$ cat src/rtl/tcam_match_encoder.sv
// Serialises a captured TCAM match vector into ascending entry addresses,
// one per valid/ready handshake, with miss/last flags and a hit count.
module tcam_match_encoder #(
    parameter int MEMORY_SIZE = 32,
    parameter int ADDR_W      = $clog2(MEMORY_SIZE),
    parameter int CNT_W       = $clog2(MEMORY_SIZE) + 1
) (
    input  logic                   clk,
    input  logic                   reset,
    input  logic [MEMORY_SIZE-1:0] matched,
    input  logic                   match_valid,
    input  logic                   first_only,
    output logic                   in_ready,
    output logic                   addr_valid,
    input  logic                   out_ready,
    output logic [ADDR_W-1:0]      addr,
    output logic                   miss,
    output logic                   last,
    output logic [CNT_W-1:0]       match_count
);

    localparam logic [1:0] ST_IDLE = 2'd0;
    localparam logic [1:0] ST_MISS = 2'd1;
    localparam logic [1:0] ST_SCAN = 2'd2;

    logic [1:0]             state_q, state_d;
    logic [MEMORY_SIZE-1:0] pending_q, pending_d;
    logic [CNT_W-1:0]       match_count_q, match_count_d;

    logic [MEMORY_SIZE-1:0] in_lowbit, pend_lowbit;
    logic [CNT_W-1:0]       in_popcnt;
    logic [ADDR_W-1:0]      pend_idx;
    logic                   pend_single;

    // Two's-complement trick isolates the lowest set bit of each vector.
    always_comb begin
        in_lowbit   = matched & (~matched + MEMORY_SIZE'(1));
        pend_lowbit = pending_q & (~pending_q + MEMORY_SIZE'(1));
        pend_single = (pending_q != '0) && ((pending_q & (pending_q - MEMORY_SIZE'(1))) == '0);
        in_popcnt   = '0;
        for (int i = 0; i < MEMORY_SIZE; i++)
            in_popcnt = in_popcnt + CNT_W'(matched[i]);
        pend_idx = '0;
        for (int i = MEMORY_SIZE - 1; i >= 0; i--)
            if (pending_q[i]) pend_idx = ADDR_W'(i);
    end

    always_comb begin
        state_d       = state_q;
        pending_d     = pending_q;
        match_count_d = match_count_q;
        case (state_q)
            ST_IDLE: begin
                if (match_valid) begin
                    pending_d     = first_only ? in_lowbit : matched;
                    match_count_d = in_popcnt;
                    state_d       = (matched == '0) ? ST_MISS : ST_SCAN;
                end
            end
            ST_MISS: begin
                if (out_ready) state_d = ST_IDLE;
            end
            ST_SCAN: begin
                if (out_ready) begin
                    pending_d = pending_q & ~pend_lowbit;
                    if (pend_single) state_d = ST_IDLE;
                end
            end
            default: state_d = ST_IDLE;
        endcase
    end

    always_ff @(posedge clk) begin
        if (reset) begin
            state_q       <= ST_IDLE;
            pending_q     <= '0;
            match_count_q <= '0;
        end else begin
            state_q       <= state_d;
            pending_q     <= pending_d;
            match_count_q <= match_count_d;
        end
    end

    // All outputs come from registered state only.
    always_comb begin
        in_ready    = (state_q == ST_IDLE);
        addr_valid  = (state_q == ST_MISS) || (state_q == ST_SCAN);
        miss        = (state_q == ST_MISS);
        last        = (state_q == ST_MISS) || ((state_q == ST_SCAN) && pend_single);
        addr        = (state_q == ST_SCAN) ? pend_idx : '0;
        match_count = match_count_q;
    end

endmodule

$ cat config.mk
export PLATFORM = sky130hd
export DESIGN_NAME = tcam_match_encoder
export DESIGN_NICKNAME = d
export VERILOG_FILES = /design/src/rtl/tcam_match_encoder.sv
export SDC_FILE = /design/constraint.sdc
export NUM_CORES = 1
export LEC_CHECK = 0
export CAP_MARGIN = 10
export CORE_MARGIN = 2
export CORE_UTILIZATION = 50
export CTS_CLUSTER_SIZE = 24
export DETAILED_ROUTE_END_ITERATION = 10
export HOLD_SLACK_MARGIN = 0.05
export PLACE_DENSITY = 0.79
export SLEW_MARGIN = 0
export SYNTH_ARGS = -nofsm -noshare
export SYNTH_HDL_FRONTEND = slang
export SYNTH_SLANG_ARGS = --single-unit
$ cat constraint.sdc
create_clock -name clk -period 11.6 [get_ports clk]
set_input_delay 2.32 -clock clk [delete_from_list [all_inputs] [get_ports clk]]
set_output_delay 2.32 -clock clk [all_outputs]
set_load 0.03 [all_outputs]
==> flow_summary.toml <==
[clocking]
clk_pin_slew_ps = 80
numCtsBuffers = 5
clockBufferDepth = 2
postCtsSetupBuffers = 0
cts_tree = "yes"
cts_root_buffer = "clkbuf_8"
cts-hold-fix-buffers = 0
h-tree-depth = 2
clk_latency_ps = 300
cts-resized-gates = 0
clock_sinks = 40

[sta]
setup_viol = 0
relSlewSlack_pct = 27.5
period_share_pct = 61.2
tns_ps = 0
clock-skew-final_ps = 6.26
whs_ps = 465
rsz0062_at_grt = "false"
tightestPinTransition_ps = 1080
clock.fmax_ghz = 0.141
fin_crit_ps = 7100
timing_hold_violations_final = 0
maxSlewViolCount = 0

[setup_path]
startpoint = "matched[19]"
r2r_end = "pending_q[4]"
ff2ff_path_depth = 9
endpoint_kind = "flip-flop"
worstReg2RegStart = "state_q[0]"
start_kind = "input port"
cp.arrival_ps = 7270
path_class = "input port to flip-flop"
cp_max_fo = 8
cp_data_required_time_ps = 11770
r2r_slack_ps = 8460

[placement]
place.gp.congestion = 0.893
port_buffers = 51
place_hpwl_mm = 7.89

[synth]
synth_nets = 557
synth_cell_type_count = 60
synth_compound_area_share_pct = 29.6
synthXorXnorAreaFrac_pct = 0.462
synth_mux_area_share_pct = 0.297
syn_inst = 484
synth_edf_count = 0
synthArstFlopShare_pct = 0
synth_simple_gate_area_share_pct = 23.9
synthAdderAreaFrac_pct = 16.6
synth-warning-count = 0
synth_seq_cells = 40
synth_top_family_by_area = "compound AO/OA/AOI/OAI gates"
synthTopCellsByArea = "dfxtp_1 (21%), fa_1 (13%), a21oi_1 (5.3%), inv_1 (4.9%), nor2_1 (4.6%)"
ys.flop_type = "dfxtp_1"
synth.largest_area_cell = "dfxtp_1"
synth_top_area_share_pct = 21.1
synth.avg_cell_area_sq_um = 7.84
syn_area_sq_um = 3790
ys_seq_area_share_pct = 21.1

[worst_hold_path]
min_path_type = "flip-flop to flip-flop"
hold_depth = 2
worstHoldEndpoint = "match_count[5]"
worstHoldStart = "match_count[5]"

[finish]
final_cell_mix = "clkdlybuf4s50_1 (51), inv_1 (50), nor2_1 (47), a21oi_1 (40), dfxtp_1 (40)"
multi_input_area_sq_um = 2690
diodes = 0
seq_area_sq_um = 801
fillers = 670
area_delta_synth_final_pct = 17.8
layout_commonest_cell = "clkdlybuf4s50_1"
layout.nets = 593
layout-drive-gt1-share_pct = 6.92

[power_and_ir_drop]
powerDensity_nw_per_um2 = 255
clockPowerShare_pct = 11.9
p_leak_uw = 0.00180
switchingPower_uw = 541
vdd_drop_max_v = 0.000279
internal-power_uw = 601
pwr-share-seq_pct = 18.0
p_sw_share_pct = 47.4
total_power_uw = 1140
power_frac_comb_pct = 70.1

[grt]
grt_pass1_vias = 3655
grt_pass1_wl_mm = 17.5
grt-ovfl-total = 0
grt_usage_pct = 25.9
grt_max_degree = 44
grt_antenna_before_repair = 0

[floorplanning]
dieWidth_um = 91.1
coreArea_sq_um = 7290
dieArea_sq_um = 8300
rows = 31
start_util_pct = 52.0
ioPinCount = 52
dieHeight_um = 91.1

[drt]
wl_per_cell_um = 16.6
via_per_inst = 6.03
routed_wirelength_mm = 10.3
drtIter0Drc = 271
drc_errors = 0
ant_nets = 0
dr.pass1.iters = 5
vias = 3730

[outcome]
status = "completed"

[flow_run]
cap_violations = 0
worst max-delay path, cell delays in order:
cell,delay [ps]
clkdlybuf4s50_1,550
fa_1,560
inv_1,60
fa_1,500
inv_1,50
fa_1,470
inv_1,50
fa_1,460
fa_1,540
fa_1,420
inv_1,70
ha_1,160
inv_1,60
fa_1,400
inv_1,70
a21o_1,100
a21oi_1,70
xor2_1,140
nor2_1,50
a21oi_1,130
nor2_1,60
cell families after synthesis:
kind of cell	Yosys count
compound gates	163
xor+xnor	2
fa+ha+maj	36
buf+inv	76
flops	40
mux	1
simple gates	166
metrics by stage:
step                      area (sq um)  setup slack [ps]  utilization [%]  cells
after detailed placement          4340              4190             59.6    612
after global placement            4340              4280             59.6    612
after CTS                         4470              4490             61.3    619
after global routing              4470              4260             61.3    619
final                             4470              4500             61.3    619
after floorplan                   3790              5000                -    484
cell usage after synthesis, drive strengths merged, types with 2 or more instances:
cell type and n:
o211ai 2, a21oi 40, nand3 15, nor2b 8, or3 12, or2 7
a31oi 5, a32oi 15, o21a 9, a21o 18, ha 12, a21boi 3
and2 3, or4 7, o41ai 7, nand2b 6, nor2 47, buf 5
o22ai 2, o31ai 10, a211oi 3, a211o 2, fa 24, inv 50
dfxtp 40, clkbuf 21, nor4 11, nand2 34, o21ai 32, xor2 2
nor3 11
worst max-delay path by stage:
stage	end	slack, ps	cells past startpoint
global route	match_count[4]	4260	21
floorplan	match_count[4]	5000	20
CTS	match_count[4]	4490	21
global placement	match_count[4]	4280	21
detailed placement	match_count[4]	4190	21
finish	match_count[4]	4500	21
cell type report:
cell class              instances  share of cell area [%]
clock buffers                   5                    1.54
inverters                      50                    4.20
well taps                      99                    2.77
flip-flops and latches         40                    17.9
repair buffers                 55                    12.1
multi-input cells             368                    60.2
clock inverters                 2                    1.34
power by group through the flow:
stage / Combinational (uW) / Sequential [uW] / Clock [uW]
CTS: 807 / 204 / 138
global route: 915 / 210 / 141
global placement: 781 / 206 / 0
detailed placement: 799 / 207 / 0
finish: 801 / 206 / 135
floorplan: 616 / 200 / 0
metal layers:
metal / vias up / GRT usage [%] / share of wire [%]
li1: 1821 / - / -
met1: 1767 / 34.3 / 44
met2: 125 / 43.0 / 48
met3: 17 / 4.32 / 5.6
met4: 0 / 8.46 / 2.1
met5: - / 0 / 0
registers in the layout, summed over array words and instances (netlist names):
register	cells
state_q	2
match_count	6
pending_q	32
(Power assumes the default switching activity.)
